`config.mk`:
```
export PLATFORM = sky130hd
export DESIGN_NAME = neuron_layer_sched
export DESIGN_NICKNAME = d
export VERILOG_FILES = /design/src/rtl/snn_pkg.sv /design/src/rtl/neuron.sv /design/src/rtl/neuron_layer_sched.sv
export SDC_FILE = /design/constraint.sdc
export NUM_CORES = 1
export LEC_CHECK = 0
export BUFFER_PORTS_ARGS = -buffer_cell sky130_fd_sc_hd__buf_2
export CAP_MARGIN = 25
export CELL_PAD_IN_SITES_DETAIL_PLACEMENT = 1
export CELL_PAD_IN_SITES_GLOBAL_PLACEMENT = 2
export CORE_MARGIN = 2
export CORE_UTILIZATION = 38
export CTS_CLUSTER_SIZE = 28
export DETAILED_ROUTE_END_ITERATION = 10
export HOLD_SLACK_MARGIN = 0.05
export MAX_ROUTING_LAYER = met4
export PLACE_DENSITY_LB_ADDON = 0.12
export SKIP_CTS_REPAIR_TIMING = 1
export SYNTH_ARGS = -nofsm -noshare
export SYNTH_HDL_FRONTEND = slang
export SYNTH_SLANG_ARGS = --single-unit
```
`constraint.sdc`:
```
create_clock -name clk -period 14.3 [get_ports clk]
set_input_delay 0.715 -clock clk [delete_from_list [all_inputs] [get_ports clk]]
set_output_delay 0.715 -clock clk [all_outputs]
set_load 0.02 [all_outputs]
```
`src/rtl/snn_pkg.sv`:
```
// Shared types and constants for the SNN layer scheduler and its neuron datapath.
package snn_pkg;

    localparam int SIZE_DEF = 8;
    localparam int SIGN_BIT = SIZE_DEF - 1;

    typedef enum logic [2:0] {
        IDLE,
        VM_RD,
        VM_LD,
        SCAN,
        ACC,
        DECAY,
        WB,
        DONE
    } state_t;

    localparam state_t STATE_RST = IDLE;
    localparam logic   FSEL_ACC  = 1'b0;
    localparam logic   FSEL_LEAK = 1'b1;

endpackage

```
`src/rtl/neuron.sv`:
```
// Combinational LIF neuron datapath: sign-magnitude weight accumulate (clamped at 0)
// or leak-and-fire with reset-to-zero on spike.
module neuron
    import snn_pkg::*;
#(
    parameter int SIZE = SIZE_DEF,
    parameter int SIGN = SIGN_BIT
) (
    input  logic            function_sel,
    input  logic [SIZE-1:0] weight,
    input  logic [SIZE-1:0] v_mem_in,
    input  logic [SIZE-1:0] beta,
    input  logic [SIZE-1:0] v_th,
    output logic [SIZE-1:0] v_mem_out,
    output logic            spike
);

    logic [SIZE-1:0] mag;
    logic [SIZE-1:0] decay;
    logic [SIZE-1:0] frac_unused;

    assign mag = SIZE'(weight[SIGN-1:0]);
    // Only the integer part of v*beta/2^SIZE is kept; the fraction is dropped.
    assign {decay, frac_unused} = (2*SIZE)'(v_mem_in) * (2*SIZE)'(beta);

    always_comb begin
        v_mem_out = v_mem_in;
        spike     = 1'b0;
        if (function_sel == FSEL_ACC) begin
            if (weight[SIGN]) begin
                v_mem_out = (v_mem_in < mag) ? '0 : v_mem_in - mag;
            end else begin
                v_mem_out = v_mem_in + mag;
            end
        end else begin
            spike     = (decay > v_th);
            v_mem_out = spike ? '0 : decay;
        end
    end

endmodule

```
`src/rtl/neuron_layer_sched.sv`:
```
// Time-multiplexes one neuron datapath over NUM_OUTPUTS neurons for one SNN timestep,
// streaming weights and membrane values through single-cycle-latency RAMs.
module neuron_layer_sched
    import snn_pkg::*;
#(
    parameter int SIZE        = SIZE_DEF,
    parameter int NUM_INPUTS  = 16,
    parameter int NUM_OUTPUTS = 8,
    parameter int W_AW        = $clog2(NUM_INPUTS * NUM_OUTPUTS),
    parameter int V_AW        = $clog2(NUM_OUTPUTS)
) (
    input  logic                   clk,
    input  logic                   rst_n,
    input  logic                   start,
    input  logic [NUM_INPUTS-1:0]  in_spikes,
    input  logic [SIZE-1:0]        beta,
    input  logic [SIZE-1:0]        v_th,
    output logic                   busy,
    output logic                   done,
    output logic [NUM_OUTPUTS-1:0] out_spikes,
    output logic                   w_rd_en,
    output logic [W_AW-1:0]        w_addr,
    input  logic [SIZE-1:0]        w_rdata,
    output logic                   vm_rd_en,
    output logic                   vm_wr_en,
    output logic [V_AW-1:0]        vm_addr,
    input  logic [SIZE-1:0]        vm_rdata,
    output logic [SIZE-1:0]        vm_wdata
);

    localparam int I_AW = (NUM_INPUTS > 1) ? $clog2(NUM_INPUTS) : 1;
    localparam logic [I_AW-1:0] LAST_I = I_AW'(NUM_INPUTS - 1);
    localparam logic [V_AW-1:0] LAST_J = V_AW'(NUM_OUTPUTS - 1);

    state_t                 state_q, state_d;
    logic [V_AW-1:0]        j_q, j_d;
    logic [I_AW-1:0]        i_q, i_d;
    logic [SIZE-1:0]        acc_q, acc_d;
    logic [NUM_INPUTS-1:0]  spk_q, spk_d;
    logic [SIZE-1:0]        beta_q, beta_d;
    logic [SIZE-1:0]        vth_q, vth_d;
    logic [NUM_OUTPUTS-1:0] out_spikes_q, out_spikes_d;

    logic [SIZE-1:0]        n_v_out;
    logic                   n_spike;
    logic                   n_fsel;

    assign n_fsel = (state_q == DECAY) ? FSEL_LEAK : FSEL_ACC;

    neuron #(
        .SIZE (SIZE),
        .SIGN (SIZE - 1)
    ) u_neuron (
        .function_sel (n_fsel),
        .weight       (w_rdata),
        .v_mem_in     (acc_q),
        .beta         (beta_q),
        .v_th         (vth_q),
        .v_mem_out    (n_v_out),
        .spike        (n_spike)
    );

    // NOTE: every signal driven here gets a default first so no path can infer a latch.
    always_comb begin
        state_d      = state_q;
        j_d          = j_q;
        i_d          = i_q;
        acc_d        = acc_q;
        spk_d        = spk_q;
        beta_d       = beta_q;
        vth_d        = vth_q;
        out_spikes_d = out_spikes_q;
        busy         = (state_q != IDLE);
        done         = 1'b0;
        w_rd_en      = 1'b0;
        w_addr       = '0;
        vm_rd_en     = 1'b0;
        vm_wr_en     = 1'b0;
        vm_addr      = '0;
        vm_wdata     = '0;

        case (state_q)
            IDLE: begin
                if (start) begin
                    spk_d        = in_spikes;
                    beta_d       = beta;
                    vth_d        = v_th;
                    out_spikes_d = '0;
                    j_d          = '0;
                    state_d      = VM_RD;
                end
            end
            VM_RD: begin
                vm_rd_en = 1'b1;
                vm_addr  = j_q;
                state_d  = VM_LD;
            end
            VM_LD: begin
                acc_d   = vm_rdata;
                i_d     = '0;
                state_d = SCAN;
            end
            SCAN: begin
                if (spk_q[i_q]) begin
                    w_rd_en = 1'b1;
                    w_addr  = W_AW'(j_q) * W_AW'(NUM_INPUTS) + W_AW'(i_q);
                    state_d = ACC;
                end else if (i_q == LAST_I) begin
                    state_d = DECAY;
                end else begin
                    i_d = i_q + 1'b1;
                end
            end
            ACC: begin
                acc_d = n_v_out;
                if (i_q == LAST_I) begin
                    state_d = DECAY;
                end else begin
                    i_d     = i_q + 1'b1;
                    state_d = SCAN;
                end
            end
            DECAY: begin
                out_spikes_d[j_q] = n_spike;
                acc_d             = n_v_out;
                state_d           = WB;
            end
            WB: begin
                vm_wr_en = 1'b1;
                vm_addr  = j_q;
                vm_wdata = acc_q;
                if (j_q == LAST_J) begin
                    state_d = DONE;
                end else begin
                    j_d     = j_q + 1'b1;
                    state_d = VM_RD;
                end
            end
            DONE: begin
                done    = 1'b1;
                state_d = IDLE;
            end
            default: state_d = IDLE;
        endcase
    end

    // NOTE: reset is sampled on the clock edge; strobes decode from state, so IDLE silences the RAMs at once.
    always_ff @(posedge clk) begin
        if (!rst_n) begin
            state_q      <= STATE_RST;
            j_q          <= '0;
            i_q          <= '0;
            acc_q        <= '0;
            spk_q        <= '0;
            beta_q       <= '0;
            vth_q        <= '0;
            out_spikes_q <= '0;
        end else begin
            state_q      <= state_d;
            j_q          <= j_d;
            i_q          <= i_d;
            acc_q        <= acc_d;
            spk_q        <= spk_d;
            beta_q       <= beta_d;
            vth_q        <= vth_d;
            out_spikes_q <= out_spikes_d;
        end
    end

    assign out_spikes = out_spikes_q;

endmodule
```
# Word level (Yosys, flattened, before mapping)
# Index checks and enable logic that the tools add are counted.
dict set report op_classes {
  shift 0
  mux 35
  magnitude_cmp 5
  n_reduce_logical 14
  n_eq_ne 13
  mul 1
  n_div 0
  bitwise_logic 0
  n_addsub 5
}
# cell count
set ops {}
lappend ops {{$mux 8} 6}
lappend ops {{$pmux 8 s2} 2}
lappend ops {{$mux 3} 8}
lappend ops {{$pmux 3 s8} 1}
lappend ops {{$mul 8x8->16} 1}
lappend ops {{$eq 3x3->1 const B} 5}
lappend ops {{$mux 7} 2}
lappend ops {{$pmux 4 s3} 1}
lappend ops {{$mux 1} 9}
lappend ops {{$add 8x7->8} 1}
lappend ops {{$bwmux 8} 1}
lappend ops {{$gt 8x8->1} 1}
lappend ops {{$lt 8x7->1} 1}
lappend ops {{$mux 4} 2}
lappend ops {{$reduce_and 2->1} 4}
lappend ops {{$sub 8x7->8} 1}
lappend ops {{$add 7x4->7} 1}
lappend ops {{$eq 3x2->1 const B} 2}
lappend ops {{$ne 2x2->1 const B} 3}
lappend ops {{$pmux 3 s2} 1}
lappend ops {{$reduce_bool 2->1} 3}
lappend ops {{$reduce_bool 3->1} 2}
lappend ops {{$lt 4x5->1 const B} 1}
lappend ops {{$add 4x1->4 const B} 1}
lappend ops {{12 further kinds} 13}
dict set report word_totals {
  latchBits 0
  mem_bits_rw 0
  elab_cells 81
  mem_count 0
  output_inout_bits 31
  reg_bits 58
  romBits 0
}

# Longest topological paths before layout
# Gate-level depths: netlist (run 1).
dict set report logic_depth {
  depth_word 6
  ltp_mapped 24
}

# Modules after synthesis
# From an unflattened synthesis (run 1), not the netlist that was laid out.
dict set report hier_totals {
  hier_cells 700
  area_unflattened_um2 5664.2
}
# mod seq_area_each_um2 area_each_um2 instances cells_per_inst
set modules_own_cells {}
lappend modules_own_cells {neuron 0.0 2910.3 1 354}
lappend modules_own_cells {neuron_layer_sched 1161.1 2753.9 1 346}

# Worst setup path after synthesis (run 1)
# OpenSTA, ideal clock, no wires.
dict set report synth_timing {
  kind {register to register}
  start {reg acc_q[1]}
  end {reg out_spikes_q[5] (netlist: out_spikes[5])}
  stages_incl_launch_ff 23
  synth_period_minus_slack_ns 5.884
  slack_ns 8.416
  path_buffers 1
  setup_time_ns 0.070
  t_required_ns 14.230
  t_arrival_ns 5.814
  cell_sequence {dfxtp_1 -> clkbuf_1 -> nand2_1 -> fa_1 -> fa_1 -> inv_1 -> fa_1 -> inv_1 -> fa_1 -> inv_1 -> ha_1 -> and3_1 -> and3_1 -> a31oi_1 -> a21oi_1 -> or3_1 -> ha_1 -> nand4_1 -> nand2b_1 -> a21oi_2 -> nor2_1 -> or4_1 -> a21boi_1}
}
dict set report synth_via {
  elab_chain_cells 5
}
# item line
set synth_lines {}
lappend synth_lines {{start: declaration} neuron_layer_sched.sv:38} ;# logic [SIZE-1:0] acc_q, acc_d;
lappend synth_lines {{start signal: assignment} neuron_layer_sched.sv:153} ;# acc_q <= '0;
lappend synth_lines {{start signal: assignment} neuron_layer_sched.sv:162} ;# acc_q <= acc_d;
lappend synth_lines {{$mul 8x8->16} neuron.sv:24} ;# assign {decay, frac_unused} = (2*SIZE)'(v_mem_in) * (2*SIZE)'(beta);
lappend synth_lines {{$gt 8x8->1} neuron.sv:36} ;# spike = (decay > v_th);
lappend synth_lines {{$mux 1} neuron.sv:29} ;# if (function_sel == FSEL_ACC) begin
lappend synth_lines {{$bwmux 8} neuron_layer_sched.sv:124} ;# out_spikes_d[j_q] = n_spike;
lappend synth_lines {{$pmux 8 s2} neuron_layer_sched.sv:82} ;# case (state_q)
lappend synth_lines {{end signal: assignment} neuron_layer_sched.sv:166} ;# out_spikes_q <= out_spikes_d;
lappend synth_lines {{end: declaration} neuron_layer_sched.sv:42} ;# logic [NUM_OUTPUTS-1:0] out_spikes_q, out_spikes_d;
# Every way passes these cells.
# A chain may end at the register's enable or synchronous reset.

# Worst setup path after layout (run 1)
dict set report layout_timing {
  start {reg acc_q[0]}
  end {reg acc_q[0]}
}
dict set report layout_via {
  elab_chain_cells 5
  elab_cells_between_ends 10
}
# item line
set layout_lines {}
lappend layout_lines {{$mul 8x8->16, or another cell as far along} neuron.sv:24}
lappend layout_lines {{$gt 8x8->1 or $mux 8 (tied branches)} {neuron.sv:36, neuron.sv:31}}
lappend layout_lines {{$mux 8 (on tied branches)} {neuron.sv:37, neuron.sv:30}}
lappend layout_lines {{$mux 8 *} neuron.sv:29}
lappend layout_lines {{$pmux 8 s2 *} neuron_layer_sched.sv:82}
# Mark *: on every way between the ends. The rest lies on a longest branch, timed or not.

==> results of run 1 <==
==> worst max-delay path, cell delays in order (launching register included) <==
cell and delay (ns):
dfxtp_1 0.61, nand2_1 0.15, fa_1 0.54, fa_1 0.55, inv_1 0.06, fa_1 0.54, inv_1 0.06, fa_1 0.53
inv_1 0.05, ha_1 0.36, and3_1 0.25, and3_1 0.23, a31oi_1 0.35, a21boi_0 0.18, o21ai_0 0.25, xnor2_1 0.17
ha_1 0.29, a21oi_1 0.14, o21ai_0 0.09, o21a_1 0.17, nor3_2 0.48, nand2b_1 0.11, a221oi_1 0.29
==> worst paths after layout <==
path / from / to / slack [ns]
max reg2reg: acc_q[0] / acc_q[0] / 7.73
min reg2reg: vth_q[4] / vth_q[4] / 0.47
max: acc_q[0] / acc_q[0] / 7.73
min: vth_q[4] / vth_q[4] / 0.47
==> stage by stage <==
stage	utilization	setup WS, ns	total power (uW)	std cells
floorplan	-	8.42	305	745
global placement	0.420	8.03	351	1010
detailed placement	0.421	7.77	359	1011
CTS	0.439	7.70	572	1027
global route	0.439	7.16	602	1027
finish	0.439	7.73	565	1027
==> cell type report <==
cell class | instances | area, sq um
multi-input combinational | 579 | 4510
clock inverter | 6 | 57.6
timing repair buffer | 85 | 443
clock buffer | 10 | 229
inverter | 73 | 274
fill | 1949 | 8880
tap | 216 | 270
sequential | 58 | 1160
==> cells in the final DEF, fill, tap and decap left out, types with 5 or more instances in the layout <==
cell type / count
a21boi_0: 36
a21o_1: 7
a21oi_1: 23
a31oi_1: 9
and2_1: 58
and2_4: 7
and3_1: 14
buf_2: 81
clkbuf_16: 9
dfxtp_1: 58
fa_1: 37
ha_1: 58
inv_1: 73
mux2i_1: 11
nand2_1: 109
nand2b_1: 11
nand3_1: 8
nor2_1: 21
nor2b_1: 19
nor3_1: 10
o211a_1: 5
o211ai_1: 13
o21ai_0: 27
o22ai_1: 5
==> layer usage <==
metal	vias to the layer above	GRT usage	part of all wire
met5	-	-	0
met1	2685	0.286	0.46
li1	2690	-	-
met4	0	0.0495	0.017
met2	95	0.370	0.49
met3	19	0.0351	0.029
==> logic make-up after synthesis <==
group / after synthesis
and+or+nand+nor: 294
AOI/OAI and AO/OA: 170
buffers and inverters: 108
adders and majority gates: 95
DFF: 58
muxes: 16
xor gates and xnor gates: 4
==> state kept, by name, summed over array words and instances, names as in the netlist <==
signal and count:
state_q 3, beta_q 8, i_q 4, spk_q 16, out_spikes 8, acc_q 8, j_q 3, vth_q 8
==> power by group through the flow <==
stage / Combinational [uW] / Clock [uW] / Sequential, uW
2_1_floorplan: 121 / 0 / 184
3_3_place_gp: 154 / 0 / 197
3_5_place_dp: 161 / 0 / 198
4_1_cts: 162 / 215 / 195
5_1_grt: 182 / 222 / 198
6_report: 161 / 209 / 195
==> metrics.md, run 1 <==
| Metric | Value |
|---|---|
| Worst endpoint required time | `between 10 and 15 ns` |
| Longest Clk Path Bufs | `2` |
| Routability cong. | `0.945` |
| Synth Area in Compound Gates | `0.194` |
| Post-synth EDFFs | `0` |
| DRC errors left | `0` |
| Power per cell area | `81.3 nW/um^2` |
| ANT cells | `0` |
| Worst hold slack | `0.467 ns` |
| Yosys top cell area share | `0.189` |
| Initial drt markers | `216` |
| Vias/cell | `5.34` |
| Ys flop type | `dfxtp_1` |
| Die ar. | `between 15000 and 20000 sq um` |
| Critical Path Fanout Max | `12` |
| Setup TNS | `0 ns` |
| Unique masters post-synth | `71` |
| Syn nets | `891` |
| RSZ-0062 raised after global routing | `false` |
| Total GRT Usage | `0.222` |
| Detail Route Antenna Nets | `0` |
| Finish-stage setup viols | `0` |
| Most frequent cells after synthesis | `nand2_1, inv_1, and2_1, dfxtp_1, ha_1` |
| Die Y | `roughly 130 microns` |
| Core ar. | `between 15000 and 20000 sq um` |
| Clock Tree Root | `clkbuf_16` |
| #FFs+latches synth | `slightly below 60` |
| Initial Util | `0.388` |
| Sequential share of the synthesized area | `0.189` |
| Psw | `196 uW` |
| Post-synthesis mux area share | `0.0387` |
| Switching Share | `0.348` |
| Inserted Clock Buffers | `9` |
| Die Wd | `~130 microns` |
| Part of the power in registers | `0.345` |
| Cell area after layout | `roughly 6900 sq um` |
| Avg Inst Size Synth | `just over 8 sq um` |
| Clk_skew | `~0.0067 ns` |
| Final Max Slew Viols | `0` |
| Max-slew headroom | `0.379` |
| Combinational share of power | `0.285` |
| Fin crit share | `0.459` |
| Worst hold stages | `2` |
| CP arrival | `~6.8 ns` |
| Largest cells by area after synthesis | `dfxtp_1, fa_1, ha_1, nand2_1, and2_1` |
| Via count | `5489` |
| Drt pass-1 iters | `5` |
| Hold crit path type | `flip-flop to flip-flop` |
| Layout cells sized above 1 | `0.154` |
| Post-Route WL | `approximately 18000 microns` |
| Clock Power Share | `0.370` |
| CP Launch Type | `flip-flop` |
| CTS tree | `yes` |
| Largest net degree at the start of global routing | `61` |
| Synth async-reset ratio | `0` |
| Yosys warns | `0` |
| Type of destination of the critical path | `flip-flop` |
| Max cap viols | `0` |
| # port buffers | `81` |
| Worst Reg-to-Reg Cells | `22` |
| Worst Tran Pin Value | `between 0.9 and 1 ns` |
| CTS clk-pin slew, worst paths | `around 0.050 ns` |
| Pleak | `~0.0033 uW` |
| Internal | `between 300 and 400 uW` |
| Largest family of logic cells by synthesized area | `simple AND/OR/NAND/NOR gates` |
| Site Rows | `46` |
| Grt total ovfl | `0` |
| Critical path type | `flip-flop to flip-flop` |
| Fraction of the mapped netlist area in adder cells | `0.239` |
| Area delta synth->final | `13.0%` |
| Netlist Area Pre-Place | `6150 sq um` |
| Dpl hpwl | `between 10000 and 15000 microns` |
| Clk_lat worst skew | `~0.33 ns` |
| Top Ports | `82` |
| Status | `complete, no violations` |
| Fin. Hold Viols | `0` |
| First-pass GRT wire length | `between 30000 and 40000 microns` |
| Vias in the first global route | `5857` |
| H-tree levels | `3` |
| Cell taking the most area after synthesis | `dfxtp_1` |
| Area share of xor/xnor cells in the synthesized design | `0.00570` |
| Tmin final | `about 6.6 ns` |
| Post-synthesis cell count | `745` |
| Initial antenna violation count | `0` |
| Final Net Count | `~950` |
| CTS Sinks | `58` |
| Wirelength per Cell | `~18 microns` |
| Placed cell areas | `6660 sq um` |
| VDD IR max | `approximately 0.054 mV` |
| Peak Freq | `~0.15 GHz` |
| Simple-gate share of the synthesized area | `0.257` |
| Top-count cell post-synth | `nand2_1` |
Note: power is estimated with default switching activity, not from simulation.
==> inputs of run 2 (changes only) <==
--- a/config.mk
+++ b/config.mk
@@ -10,7 +10,7 @@
 export CELL_PAD_IN_SITES_DETAIL_PLACEMENT = 1
 export CELL_PAD_IN_SITES_GLOBAL_PLACEMENT = 2
 export CORE_MARGIN = 2
-export CORE_UTILIZATION = 38
+export CORE_UTILIZATION = 32
 export CTS_CLUSTER_SIZE = 28
 export DETAILED_ROUTE_END_ITERATION = 10
 export HOLD_SLACK_MARGIN = 0.05
==> constraint.sdc (replaced) <==
create_clock -name clk -period 5.6 [get_ports clk]
set_input_delay 0.28 -clock clk [delete_from_list [all_inputs] [get_ports clk]]
set_output_delay 0.28 -clock clk [all_outputs]
set_load 0.02 [all_outputs]
==> metrics.md, run 2 (synthesis results as in run 1) <==
| Metric | Value |
|---|---|
| Placed cell areas | `7080 sq um` |
| Met3 Routed Length | `just under 500 microns` |
| CTS Sinks | `58` |
| Max FFs per register | `16` |
| Part of the power in registers | `0.291` |
| Via count | `around 5800` |
| Post-Route WL | `approximately 20000 microns` |
| Power per cell area | `~210 nW/um^2` |
| # port buffers | `between 80 and 90` |
| CP arrival | `roughly 5.7 ns` |
| Type of destination of the critical path | `flip-flop` |
| Initial antenna violation count | `0` |
| Site Rows | `50` |
| Grt total ovfl | `0` |
| Detail Route Antenna Nets | `0` |
| # fillers | `~2200` |
| Top Ports | `82` |
| Final Util | `0.415` |
| Worst hold slack | `roughly 0.20 ns` |
| Layout cells sized above 1 | `0.286` |
| Clk_lat worst skew | `~0.33 ns` |
| Area delta synth->final | `26.9%` |
| CTS clk-pin slew, worst paths | `approximately 0.060 ns` |
| DR top layer | `met4` |
| Largest net degree at the start of global routing | `61` |
| Critical Path Fanout Max | `8` |
| Finish-stage setup viols | `0` |
| Clock Power Share | `0.377` |
| Drt pass-1 iters | `4` |
| Initial Util | `0.327` |
| Most common cell after layout, fill and taps aside | `nand2_1` |
| Inserted Clock Buffers | `9` |
| Cell area after layout | `roughly 7800 sq um` |
| Switching Share | `0.332` |
| Die Wd | `roughly 140 microns` |
| Most flops, register | `spk_q` |
| Worst Tran Pin Value | `between 0.9 and 1 ns` |
| Longest Clk Path Bufs | `2` |
| Worst endpoint required time | `between 5 and 6 ns` |
| Die ar. | `between 20000 and 25000 sq um` |
| Layout Cells excl Fill | `1097` |
| ANT cells | `0` |
| Vias in the first global route | `approximately 6000` |
| Routability cong. | `0.868` |
| Most frequent cells in the layout | `nand2_1, buf_2, inv_1` |
| Core ar. | `18800 sq um` |
| Dpl hpwl | `about 16000 microns` |
| Clock Tree Root | `clkbuf_16` |
| Peak Freq | `about 0.18 GHz` |
| VDD IR max | `roughly 0.17 mV` |
| H-tree levels | `3` |
| CTS tree | `yes` |
| Tmin final | `about 5.4 ns` |
| Final Net Count | `approximately 1000` |
| Max-slew headroom | `0.351` |
| Psw | `between 500 and 600 uW` |
| Fin. Hold Viols | `0` |
| Fin crit share | `0.969` |
| Initial drt markers | `209` |
| First-pass GRT wire length | `32000 microns` |
| Wirelength per Cell | `approximately 18 microns` |
| Pleak | `0.00367 uW` |
| Hold crit path type | `primary input to flip-flop` |
| Critical path type | `flip-flop to flip-flop` |
| Total GRT Usage | `0.205` |
| Metal2 WL | `slightly above 10000 microns` |
| Inst Count DP | `1076` |
| DRC errors left | `0` |
| Vias/cell | `~5.3` |
| Final Max Slew Viols | `0` |
| Status | `complete, no violations` |
| CP Launch Type | `flip-flop` |
| Combinational share of power | `0.333` |
| Max cap viols | `0` |
| Die Y | `about 140 microns` |
| Clk_skew | `approximately 0.007 ns` |
| Wire length on met1 | `8930 microns` |
| Internal | `between 1000 and 1500 uW` |
| Setup TNS | `0 ns` |
[run 2: cell count changes in the layout (fill, tap and decap cells not counted), sizes merged]
cell | previous run | this run
clkinv | 4 | 0
clkinvlp | 1 | 0
clkbuf | 10 | 12
buf | 85 | 139
bufinv | 1 | 2
[run 2: layout make-up]
cell class / count / area (sq um) / share of cell area
Multi-Input combinational cell: 579 / 4830 / 0.619
Inverter: 73 / 274 / 0.0351
Timing Repair Buffer: 139 / 876 / 0.112
Clock buffer: 12 / 267 / 0.0342
Sequential cell: 58 / 1200 / 0.154
Clock inverter: 2 / 60.1 / 0.00770
Tap cell: 234 / 293 / 0.0376
[run 2: path summary, 6_finish.rpt]
kind	from	to	slack (ns)	depth (start not counted)
setup reg to reg	acc_q[3]	acc_q[4]	0.17	24
hold reg to reg	spk_q[3]	spk_q[3]	0.46	2
setup / recovery	acc_q[3]	acc_q[4]	0.17	24
hold / removal	v_th[5]	vth_q[5]	0.20	3
[run 2: routing by layer]
metal / GRT usage / vias up
li1: - / 2806
met1: 0.259 / 2876
met2: 0.349 / 92
met3: 0.0202 / 31
met4: 0.0631 / 0
met5: - / -
[run 2: power groups by stage]
stage | clock, uW | combinational, uW | sequential (uW)
after CTS | 635 | 513 | 475
after detailed placement | 0 | 509 | 483
after global routing | 650 | 612 | 483
after global placement | 0 | 493 | 481
after floorplan | 0 | 318 | 469
final | 619 | 547 | 478
[run 2: worst max-delay path, cell delays in order, from the launching register on]
cell	delay (ns)
dfxtp_2	0.33
buf_4	0.14
and2_1	0.16
fa_2	0.37
fa_1	0.47
fa_1	0.55
inv_1	0.05
fa_1	0.51
inv_2	0.05
ha_4	0.27
and3_4	0.20
and3_4	0.21
a31oi_4	0.12
a21boi_2	0.20
o21ai_2	0.09
xnor2_1	0.13
ha_1	0.35
nand4_1	0.11
nand2b_4	0.13
a21oi_2	0.04
buf_4	0.14
nor3_2	0.16
buf_4	0.19
o31ai_1	0.08
a31oi_1	0.25
[run 2: through the flow]
step	total power [uW]	worst slack, ns
floorplan	788	0.0377
detailed placement	993	-0.423
global route	1740	-0.0794
global placement	974	-0.245
finish	1640	0.171
CTS	1620	-0.464
